==> src/rtl/result_drain_pkg.sv <==
// Shared types and helpers for the result drain stage behind the systolic array.
// sat_shift is the plain-arithmetic reference of the ReLU/shift/saturate step.
package result_drain_pkg;

  typedef enum logic {
    IDLE  = 1'b0,
    DRAIN = 1'b1
  } state_t;

  localparam int ARRAY_WIDTH  = 4;
  localparam int ARRAY_HEIGHT = 4;
  localparam int NUM_ELEM     = ARRAY_HEIGHT * ARRAY_WIDTH;

  function automatic longint sat_shift(input longint a, input int shift, input bit relu,
                                       input int out_width);
    longint s;
    longint hi;
    longint lo;
    s  = (relu && a < 0) ? 64'sd0 : a;
    s  = s >>> shift;
    hi = (longint'(1) <<< (out_width - 1)) - 1;
    lo = -hi - 1;
    if (s > hi) s = hi;
    if (s < lo) s = lo;
    return s;
  endfunction

endpackage

==> src/rtl/result_postproc.sv <==
// Combinational ReLU, arithmetic right shift and signed saturation of one
// accumulator word down to the output element width.
module result_postproc #(
  parameter int ACC_WIDTH = 20,
  parameter int OUT_WIDTH = 8,
  parameter int SHIFT     = 0,
  parameter int RELU_EN   = 1
) (
  input  logic [ACC_WIDTH-1:0] acc,
  output logic [OUT_WIDTH-1:0] data
);

  logic signed [ACC_WIDTH-1:0]   relu_val;
  logic signed [ACC_WIDTH-1:0]   shifted;
  logic [ACC_WIDTH-OUT_WIDTH:0]  top_bits;

  always_comb begin
    relu_val = acc;
    if ((RELU_EN != 0) && acc[ACC_WIDTH-1]) begin
      relu_val = '0;
    end
    shifted  = relu_val >>> SHIFT;
    // The value fits when every bit above the output sign bit copies it.
    top_bits = shifted[ACC_WIDTH-1:OUT_WIDTH-1];
    if ((&top_bits) || (~|top_bits)) begin
      data = shifted[OUT_WIDTH-1:0];
    end else if (shifted[ACC_WIDTH-1]) begin
      data = {1'b1, {(OUT_WIDTH-1){1'b0}}};
    end else begin
      data = {1'b0, {(OUT_WIDTH-1){1'b1}}};
    end
  end

endmodule

==> src/rtl/result_drain.sv <==
// Snapshots all PE accumulators on done and streams them out row-major over
// valid/ready, post-processed to OUT_WIDTH signed activations.
module result_drain
  import result_drain_pkg::*;
#(
  parameter int WIDTH     = ARRAY_WIDTH,
  parameter int HEIGHT    = ARRAY_HEIGHT,
  parameter int ACC_WIDTH = 20,
  parameter int OUT_WIDTH = 8,
  parameter int SHIFT     = 0,
  parameter int RELU_EN   = 1
) (
  input  logic                                clk,
  input  logic                                rst_n,
  input  logic                                done,
  input  logic [HEIGHT*WIDTH*ACC_WIDTH-1:0]   acc_in,
  output logic [OUT_WIDTH-1:0]                out_data,
  output logic                                out_valid,
  input  logic                                out_ready,
  output logic [$clog2(HEIGHT)-1:0]           out_row,
  output logic [$clog2(WIDTH)-1:0]            out_col,
  output logic                                out_last,
  output logic                                busy,
  output logic                                overrun
);

  localparam int ELEMS = HEIGHT * WIDTH;
  localparam int IDX_W = $clog2(ELEMS);
  localparam int ROW_W = $clog2(HEIGHT);
  localparam int COL_W = $clog2(WIDTH);

  state_t               state_reg;
  logic [IDX_W-1:0]     idx_reg;
  logic [ROW_W-1:0]     row_reg;
  logic [COL_W-1:0]     col_reg;
  logic                 out_valid_reg;
  logic                 out_last_reg;
  logic                 busy_reg;
  logic                 overrun_reg;
  logic [ACC_WIDTH-1:0] snapshot_reg [ELEMS];
  logic [ACC_WIDTH-1:0] sel_acc;
  logic [OUT_WIDTH-1:0] post_data;
  logic                 xfer;
  logic                 capture;

  assign xfer    = out_valid_reg && out_ready;
  // A new frame is accepted when idle or exactly as the final element leaves.
  assign capture = done && ((state_reg == IDLE) || (xfer && out_last_reg));

  always_ff @(posedge clk or negedge rst_n) begin
    if (!rst_n) begin
      for (int i = 0; i < ELEMS; i++) begin
        snapshot_reg[i] <= '0;
      end
    end else if (capture) begin
      for (int i = 0; i < ELEMS; i++) begin
        snapshot_reg[i] <= acc_in[i*ACC_WIDTH +: ACC_WIDTH];
      end
    end
  end

  always_ff @(posedge clk or negedge rst_n) begin
    if (!rst_n) begin
      state_reg     <= IDLE;
      idx_reg       <= '0;
      row_reg       <= '0;
      col_reg       <= '0;
      out_valid_reg <= 1'b0;
      out_last_reg  <= 1'b0;
      busy_reg      <= 1'b0;
      overrun_reg   <= 1'b0;
    end else begin
      overrun_reg <= 1'b0;
      case (state_reg)
        IDLE: begin
          if (done) begin
            state_reg     <= DRAIN;
            idx_reg       <= '0;
            row_reg       <= '0;
            col_reg       <= '0;
            out_valid_reg <= 1'b1;
            busy_reg      <= 1'b1;
            out_last_reg  <= (ELEMS == 1);
          end
        end
        DRAIN: begin
          if (xfer) begin
            if (out_last_reg) begin
              idx_reg      <= '0;
              row_reg      <= '0;
              col_reg      <= '0;
              out_last_reg <= (ELEMS == 1);
              if (!done) begin
                state_reg     <= IDLE;
                out_valid_reg <= 1'b0;
                busy_reg      <= 1'b0;
                out_last_reg  <= 1'b0;
              end
            end else begin
              idx_reg      <= idx_reg + 1'b1;
              out_last_reg <= (idx_reg == IDX_W'(ELEMS - 2));
              if (col_reg == COL_W'(WIDTH - 1)) begin
                col_reg <= '0;
                row_reg <= row_reg + 1'b1;
              end else begin
                col_reg <= col_reg + 1'b1;
              end
            end
          end
          if (done && !capture) begin
            overrun_reg <= 1'b1;
          end
        end
        default: state_reg <= IDLE;
      endcase
    end
  end

  assign sel_acc = snapshot_reg[idx_reg];

  result_postproc #(
    .ACC_WIDTH (ACC_WIDTH),
    .OUT_WIDTH (OUT_WIDTH),
    .SHIFT     (SHIFT),
    .RELU_EN   (RELU_EN)
  ) u_postproc (
    .acc  (sel_acc),
    .data (post_data)
  );

  assign out_valid = out_valid_reg;
  assign out_last  = out_last_reg;
  assign busy      = busy_reg;
  assign overrun   = overrun_reg;
  assign out_data  = out_valid_reg ? post_data : '0;
  assign out_row   = out_valid_reg ? row_reg : '0;
  assign out_col   = out_valid_reg ? col_reg : '0;

endmodule

==> config.mk <==
export PLATFORM = sky130hd
export DESIGN_NAME = result_drain
export DESIGN_NICKNAME = d
export VERILOG_FILES = /design/src/rtl/result_drain_pkg.sv /design/src/rtl/result_postproc.sv /design/src/rtl/result_drain.sv
export SDC_FILE = /design/constraint.sdc
export NUM_CORES = 1
export LEC_CHECK = 0
export CAP_MARGIN = 25
export CORE_ASPECT_RATIO = 0.75
export CORE_MARGIN = 2
export CORE_UTILIZATION = 54
export DETAILED_ROUTE_END_ITERATION = 10
export GPL_ROUTABILITY_DRIVEN = 1
export PLACE_DENSITY = 0.95
export SETUP_SLACK_MARGIN = 0.02
export SYNTH_ARGS = -nofsm -noshare
export SYNTH_HDL_FRONTEND = slang
export SYNTH_SLANG_ARGS = --single-unit
==> constraint.sdc <==
create_clock -name clk -period 6.6 [get_ports clk]
set_input_delay 1.32 -clock clk [delete_from_list [all_inputs] [get_ports clk]]
set_output_delay 1.32 -clock clk [all_outputs]
set_load 0.03 [all_outputs]
==> flow_summary.yaml, run 1 <==
run_status:
  status: "finished clean"
yosys:
  yosysWarnings: 0
  synth-edff-count: 0
  synth_cell_types: 38
  synth_top_area_cell: "dfrtp_1"
  syn_nets: 1250
  synth-seq-cells: 332
  synth_top_area_share_pct: 58.96
  yosys-top-cells-area: "dfrtp_1, mux2_2, mux4_2"
  netlist_area_um2: 14090
  async_flop_share_pct: 100.0
  synthFlopType: "dfrtp_1"
  syn_avg_cell_area_um2: 15.27
  ys_seq_area_share_pct: 58.96
  syn-instance-count: 923
finish:
  nets: 1574
  fillers: 1586
  area_growth_pct: 34.58
  final_cell_mix: "clkdlybuf4s50_1, dfrtp_1, mux2_2, nor4_1, clkbuf_16"
  regArea_um2: 8313
  layout_commonest_cell: "clkdlybuf4s50_1"
  multi_input_comb_area_um2: 5479
  largest_reg_flops: 320
  drive_above_1_share_pct: 33.46
  finish.utilization_pct: 73.55
worst_setup_path:
  cp-start-kind: "register"
  cp_max_fo: 53
  critical_path_required_ns: 5.28
  r2r-end: "snapshot_reg[127]"
  worstSetupPathType: "reg2out"
  cp.arrival_ns: 3.92
  reg2reg_depth: 5
  r2r-start: "busy"
  cp-end-kind: "output pin"
  r2r_slack_ns: 3.68
worst_hold_path:
  hold_class: "reg2reg"
  min_to: "snapshot_reg[25]"
  min-delay-start: "snapshot_reg[25]"
  holdPathStages: 1
floorplan:
  die_w_um: 190.5
  core_area_um2: 25780
  die_h_um: 143.9
  ioPinCount: 340
  num_rows: 51
  die_area_um2: 27410
  initial_core_util_pct: 54.65
clocking:
  clkSinkCount: 332
  htreeDepth: 2
  hold_buffers: 0
  post_cts_buffers: 0
  cts_root_buffer: "clkbuf_16"
  clockBufferDepth: 3
  clk_pin_slew_worst_paths_ns: 0.06
  cts_tree: "yes"
  insertion_delay_ns: 0.50
  numCtsBuffers: 35
  ctsResizeCount: 0
global_routing:
  met2_usage_pct: 46.12
  met1_usage_pct: 32.84
  top_usage_layer: "met2"
  antenna_found_initial: 2
  grt_max_degree: 157
  grt_first_pass_wirelength_um: 56170
  grt-ovfl-total: 0
  grt_pass1_vias: 10220
  use_met3_pct: 8.645
  grtUsageTotal_pct: 27.04
timing:
  slew_headroom_pct: 38.07
  worstMarginPinSlew_ns: 0.9290
  fin_crit_ns: 5.238
  maxSlewViolCount: 0
  post-route-period-util_pct: 79.36
  rsz0062_at_grt: "no"
  worst_hold_slack_ns: 0.5020
  fin_worst_skew_ns: 0.01170
  tns_ns: 0
  fmax_ghz: 0.1909
  hold_violations: 0
  setup_violations: 0
placement:
  port-buffer-count: 338
  dp_hpwl_um: 26540
  place_congestion: 0.8487
power_and_ir_drop:
  max-vdd-ir-drop_mv: 0.2233
  leakage_nw: 7.799
  cellPowerDensity_nw_per_um2: 314.5
job:
  maxCapViolCount: 0
route:
  wirelength_um: 36940
  antenna_left: 0
  routedWlPerCell_um: 22.82
  drt_iter0_drc: 486
  drtPass1Iterations: 5
  vias: 9259
  viasPerCell: 5.719
  drc: 0
-- layout make-up --
type / count / share of cell area, %
Sequential cell: 332 / 43.84
Multi-Input combinational cell: 532 / 28.89
Timing Repair Buffer: 345 / 18.48
Clock buffer: 50 / 5.457
Tap cell: 344 / 2.270
Clock inverter: 13 / 1.016
Antenna cell: 2 / 0.02639
Inverter: 1 / 0.01980
-- per-stage QoR --
step                setup WS, ns  power (mW)  instances  instance area, µm²
global placement           1.912       3.814       1553               17710
floorplan                  3.256       3.403        923               14090
finish                     1.362       5.964       1619               18960
CTS                        1.332       6.006       1617               18960
global route               1.099       6.225       1617               18960
detailed placement         1.882       3.904       1554               17730
-- where the power goes --
part | switching (mW) | internal [mW]
Sequential | 0.330 | 2.45
Combinational | 0.385 | 0.711
Clock | 0.801 | 1.29
-- critical path, cell delays in order, from the launching register on --
cell,delay [ns]
dfrtp_4,1.04
mux4_2,0.58
nor2b_1,0.14
a211oi_1,0.40
nor2_1,0.20
a21oi_1,0.20
o31a_1,0.15
clkdlybuf4s50_1,0.69
-- logic make-up (layout without fill, tap and decap cells) --
kind of cell | Yosys count | in the layout | share of synthesized area [%]
compound gates | 48 | 48 | 2.344
xor+xnor | 3 | 3 | 0.1865
fa+ha+maj | 3 | 3 | 0.2664
buf+inv | 59 | 409 | 2.167
flops | 332 | 332 | 58.96
mux | 355 | 355 | 31.08
other cells | 1 | 3 | 0.02662
simple gates | 122 | 122 | 4.964
-- how the worst max path moves through the flow --
| stage | from | endpoint | slack, ns | depth (start not counted) |
|---|---|---|---|---|
| 2_1_floorplan | idx_reg[0] | out_data[4] | 3.26 | 7 |
| 3_3_place_gp | idx_reg[0] | out_data[6] | 1.91 | 6 |
| 3_5_place_dp | idx_reg[0] | out_data[4] | 1.88 | 6 |
| 4_1_cts | idx_reg[0] | out_data[4] | 1.33 | 6 |
| 5_1_grt | idx_reg[0] | out_data[4] | 1.10 | 6 |
| 6_report | idx_reg[0] | out_data[3] | 1.36 | 7 |
-- cell usage after synthesis (all sizes together) (3+ instances only) --
library cell	count
a21oi	12
a22oi	17
and2	8
buf	45
clkbuf	13
dfrtp	332
ha	3
mux2	320
mux4	34
nand2	15
nand2b	3
nand3	14
nand4	9
nor2	17
nor2b	6
nor3	4
nor4	40
nor4b	4
o21ai	7
o31a	7
xor2	3
-- layer usage --
metal  part of all wire [%]  up-vias
met2                     49      354
li1                       -     4072
met3                    9.1       80
met5                      0        -
met1                     39     4753
met4                    2.9        0
Power figures use the tool's default switching activity.
==> inputs of run 2 (changes only) <==
--- a/config.mk
+++ b/config.mk
@@ -8,10 +8,10 @@
 export CAP_MARGIN = 25
 export CORE_ASPECT_RATIO = 0.75
 export CORE_MARGIN = 2
-export CORE_UTILIZATION = 54
+export CORE_UTILIZATION = 45
 export DETAILED_ROUTE_END_ITERATION = 10
 export GPL_ROUTABILITY_DRIVEN = 1
-export PLACE_DENSITY = 0.95
+export PLACE_DENSITY = 0.87
 export SETUP_SLACK_MARGIN = 0.02
 export SYNTH_ARGS = -nofsm -noshare
 export SYNTH_HDL_FRONTEND = slang
==> constraint.sdc (replaced) <==
create_clock -name clk -period 4.7 [get_ports clk]
set_input_delay 0.94 -clock clk [delete_from_list [all_inputs] [get_ports clk]]
set_output_delay 0.94 -clock clk [all_outputs]
set_load 0.03 [all_outputs]
==> run 2 against run 1 <==
Net effect: count of clock-buffer cells in the layout decreased by 1; hold slack improved by 0.00080 ns; global-route usage decreased by 4.0 points; worst setup slack got worse by 1.2 ns; power increased by 41%; non-clock buffer count increased by 13; die area increased by 19%; critical path depth decreased by 1; combinational power increased by 46%; first-iteration DRC count decreased by 4.7%; register-to-register slack got worse by 1.6 ns; utilization decreased by 12 points; critical endpoint is now out_data[5].
==> flow_summary.yaml, run 2 (synthesis gave the netlist of run 1 again) <==
worst_setup_path:
  r2r_slack_ns: 2.10
  worstSetupPathType: "reg2out"
  cp.arrival_ns: 3.60
  cp-end-kind: "output pin"
  reg2reg_depth: 5
  cp-start-kind: "register"
  r2r-end: "snapshot_reg[235]"
  r2r-start: "busy"
  critical_path_required_ns: 3.76
  cp_max_fo: 25
timing:
  maxSlewViolCount: 0
  worst_hold_slack_ns: 0.5029
  fin_worst_skew_ns: 0.01788
  hold_violations: 0
  post-route-period-util_pct: 96.49
  fin_crit_ns: 4.535
  fmax_ghz: 0.2205
  tns_ns: 0
  rsz0062_at_grt: "no"
  slew_headroom_pct: 36.45
  worstMarginPinSlew_ns: 0.9533
  setup_violations: 0
worst_hold_path:
  holdPathStages: 1
  min_to: "snapshot_reg[140]"
  hold_class: "reg2reg"
  min-delay-start: "snapshot_reg[140]"
clocking:
  clk_pin_slew_worst_paths_ns: 0.06
  cts_tree: "yes"
  insertion_delay_ns: 0.52
  hold_buffers: 0
  clkSinkCount: 332
  htreeDepth: 2
  cts_root_buffer: "clkbuf_16"
  numCtsBuffers: 36
  clockBufferDepth: 3
  post_cts_buffers: 0
floorplan:
  num_rows: 56
  initial_core_util_pct: 45.39
  core_area_um2: 31040
  die_h_um: 157.2
  ioPinCount: 340
  die_area_um2: 32760
  die_w_um: 208.3
route:
  viasPerCell: 5.388
  antenna_left: 0
  drtPass1Iterations: 4
  wirelength_um: 37200
  drc: 0
  vias: 9122
  routedWlPerCell_um: 21.97
  drt_iter0_drc: 463
global_routing:
  grt_first_pass_wirelength_um: 57260
  grt_max_degree: 121
  grt-ovfl-total: 0
  grtUsageTotal_pct: 23.07
  grt_pass1_vias: 9922
  antenna_found_initial: 13
finish:
  area_growth_pct: 36.14
  layout_commonest_cell: "clkdlybuf4s50_1"
  regArea_um2: 8313
  final_cell_mix: "clkdlybuf4s50_1, dfrtp_1, mux2_2, nor4_1, clkbuf_16"
  multi_input_comb_area_um2: 5485
  final_cells: 1693
  drive_above_1_share_pct: 34.11
  fillers: 2304
  largest_reg_flops: 320
  nets: 1588
power_and_ir_drop:
  cellPowerDensity_nw_per_um2: 438.1
  leakage_nw: 7.880
  max-vdd-ir-drop_mv: 0.3290
run_status:
  status: "finished clean"
placement:
  dp_hpwl_um: 27590
  port-buffer-count: 338
  place_congestion: 0.8209
  place_inst: 1629
job:
  maxCapViolCount: 0
## run 2: where the power goes
| group | total [mW] | switching (mW) | leakage [nW] | internal, mW |
|---|---|---|---|---|
| clock | 2.98 | 1.13 | 0.609 | 1.85 |
| sequential | 3.82 | 0.379 | 4.06 | 3.44 |
| combinational | 1.61 | 0.585 | 3.21 | 1.02 |
## run 2: layer usage
metal / GRT usage [%] / share of wire, % / vias to the layer above
met1: 29.09 / 41 / 4616
li1: - / - / 4108
met4: 7.229 / 2.5 / 20
met3: 8.699 / 9.3 / 82
met2: 37.12 / 47 / 296
met5: 0 / 0.35 / -
## run 2: per-stage QoR
| step | utilization [%] | instance area (µm²) | setup WS (ns) | power [mW] |
|---|---|---|---|---|
| 2_1_floorplan | - | 14090 | 1.736 | 4.778 |
| 3_3_place_gp | 57.76 | 17930 | 0.7555 | 5.405 |
| 3_5_place_dp | 57.76 | 17930 | 0.6300 | 5.481 |
| 4_1_cts | 61.74 | 19160 | 0.06815 | 8.493 |
| 5_1_grt | 61.77 | 19170 | 0.04125 | 8.814 |
| 6_report | 61.80 | 19180 | 0.1648 | 8.403 |
## run 2: layout make-up
cell class / instances / area share, %
sequential: 332 / 43.34
multi-input combinational: 532 / 28.60
timing repair buffer: 358 / 18.92
clock buffer: 49 / 5.323
tap: 406 / 2.648
clock inverter: 12 / 1.115
antenna: 3 / 0.03914
inverter: 1 / 0.01957
## run 2: worst max path at each step
stage | startpoint | to | depth (start not counted) | slack, ns
after floorplan | idx_reg[0] | out_data[4] | 7 | 1.74
after global placement | idx_reg[0] | out_data[0] | 7 | 0.76
after detailed placement | idx_reg[0] | out_data[5] | 7 | 0.63
after CTS | idx_reg[0] | out_data[5] | 7 | 0.07
after global routing | idx_reg[0] | out_data[5] | 8 | 0.04
final | idx_reg[0] | out_data[5] | 6 | 0.16
## run 2: timing repair
item / in CTS / in global routing
gates resized for setup: 0 / 2
setup endpoints to repair: 0 / 7
hold endpoints to repair: 0 / 0
## run 2: critical path, cell delays in order, from the launching register on
cell	delay, ns
dfrtp_4	0.68
mux4_2	0.56
o21ai_0	0.45
nor2_1	0.24
a21oi_1	0.17
o31a_1	0.26
clkdlybuf4s50_1	0.71
==> inputs of run 3 (changes only) <==
--- a/config.mk
+++ b/config.mk
@@ -8,11 +8,12 @@
 export CAP_MARGIN = 25
 export CORE_ASPECT_RATIO = 0.75
 export CORE_MARGIN = 2
-export CORE_UTILIZATION = 45
+export CORE_UTILIZATION = 54
 export DETAILED_ROUTE_END_ITERATION = 10
 export GPL_ROUTABILITY_DRIVEN = 1
-export PLACE_DENSITY = 0.87
+export PLACE_DENSITY = 0.95
 export SETUP_SLACK_MARGIN = 0.02
+export SLEW_MARGIN = 20
 export SYNTH_ARGS = -nofsm -noshare
 export SYNTH_HDL_FRONTEND = slang
 export SYNTH_SLANG_ARGS = --single-unit
==> constraint.sdc (replaced) <==
create_clock -name clk -period 5.8 [get_ports clk]
set_input_delay 1.16 -clock clk [delete_from_list [all_inputs] [get_ports clk]]
set_output_delay 1.16 -clock clk [all_outputs]
set_load 0.03 [all_outputs]
==> run 3 against run 2 <==
Net effect: critical path type unchanged; utilization increased by 11 points; clock skew fell by 0.0030 ns; hold slack gained 0.0012 ns; flip-flop and latch count did not move; critical endpoint is now out_data[1]; final cell count shrank 4.5%; power is 22% lower; via count up 0.21%.
==> flow_summary.yaml, run 3 (synthesis gave the netlist of run 1 again) <==
power_and_ir_drop:
  leakage_nw: 7.768
  cellPowerDensity_nw_per_um2: 348.0
  total_power_mw: 6.569
  max-vdd-ir-drop_mv: 0.2276
worst_setup_path:
  cp-end-kind: "output pin"
  crit_family: "simple AND/OR/NAND/NOR gates"
  cpPeakStageDelay_ns: 1.03
  r2r-end: "snapshot_reg[255]"
  cp.arrival_ns: 4.18
  crit_chain: "nor4b_1 > a22oi_1 > nor4_1 > o32ai_1 > and2_1 > o31a_1 > clkdlybuf4s50_1"
  worst-path-buf-inv: 1
  r2r-start: "busy"
  cp-start-kind: "register"
  slowest_stage: "dfrtp_4"
  worstSetupPathType: "reg2out"
  r2r_slack_ns: 2.89
  reg2reg_depth: 5
  critical_path_required_ns: 4.64
  cp_max_fo: 53
finish:
  drive_above_1_share_pct: 33.52
  finish.utilization_pct: 73.22
  regArea_um2: 8313
  largest_reg_flops: 320
  final_area_um2: 18880
  final_cell_mix: "clkdlybuf4s50_1, dfrtp_1, mux2_2, nor4_1, clkbuf_16"
  nets: 1577
  area_growth_pct: 33.97
  layout_commonest_cell: "clkdlybuf4s50_1"
  multi_input_comb_area_um2: 5479
  fillers: 1642
  final_cells: 1616
timing:
  worst_hold_slack_ns: 0.5040
  setup_violations: 0
  tns_ns: 0
  fmax_ghz: 0.1871
  post-route-period-util_pct: 92.13
  fin_crit_ns: 5.344
  worstMarginPinSlew_ns: 1.042
  fin_worst_skew_ns: 0.01491
  fin_ws_ns: 0.4563
  rsz0062_at_grt: "no"
  slew_headroom_pct: 30.54
  maxSlewViolCount: 0
  hold_violations: 0
global_routing:
  grt_pass1_vias: 9919
  grtUsageTotal_pct: 26.74
  antenna_found_initial: 1
  grt_first_pass_wirelength_um: 55580
  grt_max_degree: 117
  grt-ovfl-total: 0
clocking:
  clockBufferDepth: 3
  htreeDepth: 2
  ctsResizeCount: 0
  hold_buffers: 0
  cts_tree: "yes"
  post_cts_buffers: 0
  insertion_delay_ns: 0.49
  numCtsBuffers: 34
  cts_root_buffer: "clkbuf_16"
  clk_pin_slew_worst_paths_ns: 0.06
  clkSinkCount: 332
placement:
  place_inst: 1558
  dp_hpwl_um: 27050
  pre_cts_ws_ns: 0.9275
  placement.cell_area_um2: 17750
  port-buffer-count: 338
  place_congestion: 0.8550
floorplan:
  die_w_um: 190.5
  die_h_um: 143.9
  initial_core_util_pct: 54.65
  num_rows: 51
  core_area_um2: 25780
  ioPinCount: 340
  die_area_um2: 27410
worst_hold_path:
  holdPathStages: 1
  min-delay-start: "snapshot_reg[6]"
  hold_class: "reg2reg"
  min_to: "snapshot_reg[6]"
route:
  wl_met3_um: 3089
  vias: 9141
  drt_iter0_drc: 420
  highest_layer: "met4"
  wirelength_um: 36740
  drc: 0
  dr_wl_met2_um: 17910
  wl_met1_um: 14830
  antenna_left: 0
  viasPerCell: 5.657
  routedWlPerCell_um: 22.74
  drtPass1Iterations: 4
job:
  maxCapViolCount: 0
run_status:
  status: "finished clean"
[run 3: layout make-up]
cell class,count,area share [%]
tap,344,2.280
multi-input combinational,532,29.03
antenna,1,0.01326
inverter,1,0.01989
timing repair buffer,349,18.65
clock buffer,51,5.661
sequential,332,44.04
clock inverter,6,0.3049
[run 3: power by group]
group,switching (mW),leakage (nW),internal (mW)
Sequential,0.389,4.06,2.79
Clock,0.859,0.556,1.31
Combinational,0.418,3.15,0.806
Total,1.67,7.77,4.90
[run 3: worst max-delay path by stage]
stage / startpoint / to / slack (ns) / depth (start not counted)
global route: idx_reg[0] / out_data[1] / 0.16 / 7
finish: idx_reg[0] / out_data[1] / 0.46 / 7
detailed placement: idx_reg[0] / out_data[1] / 0.93 / 7
CTS: idx_reg[0] / out_data[1] / 0.37 / 7
floorplan: idx_reg[0] / out_data[4] / 2.62 / 7
global placement: idx_reg[0] / out_data[1] / 1.03 / 7
[run 3: metal layers]
metal,up-vias,global-route usage [%]
li1,4074,-
met1,4656,34.16
met2,353,44.46
met3,58,8.083
met4,0,7.793
met5,-,0
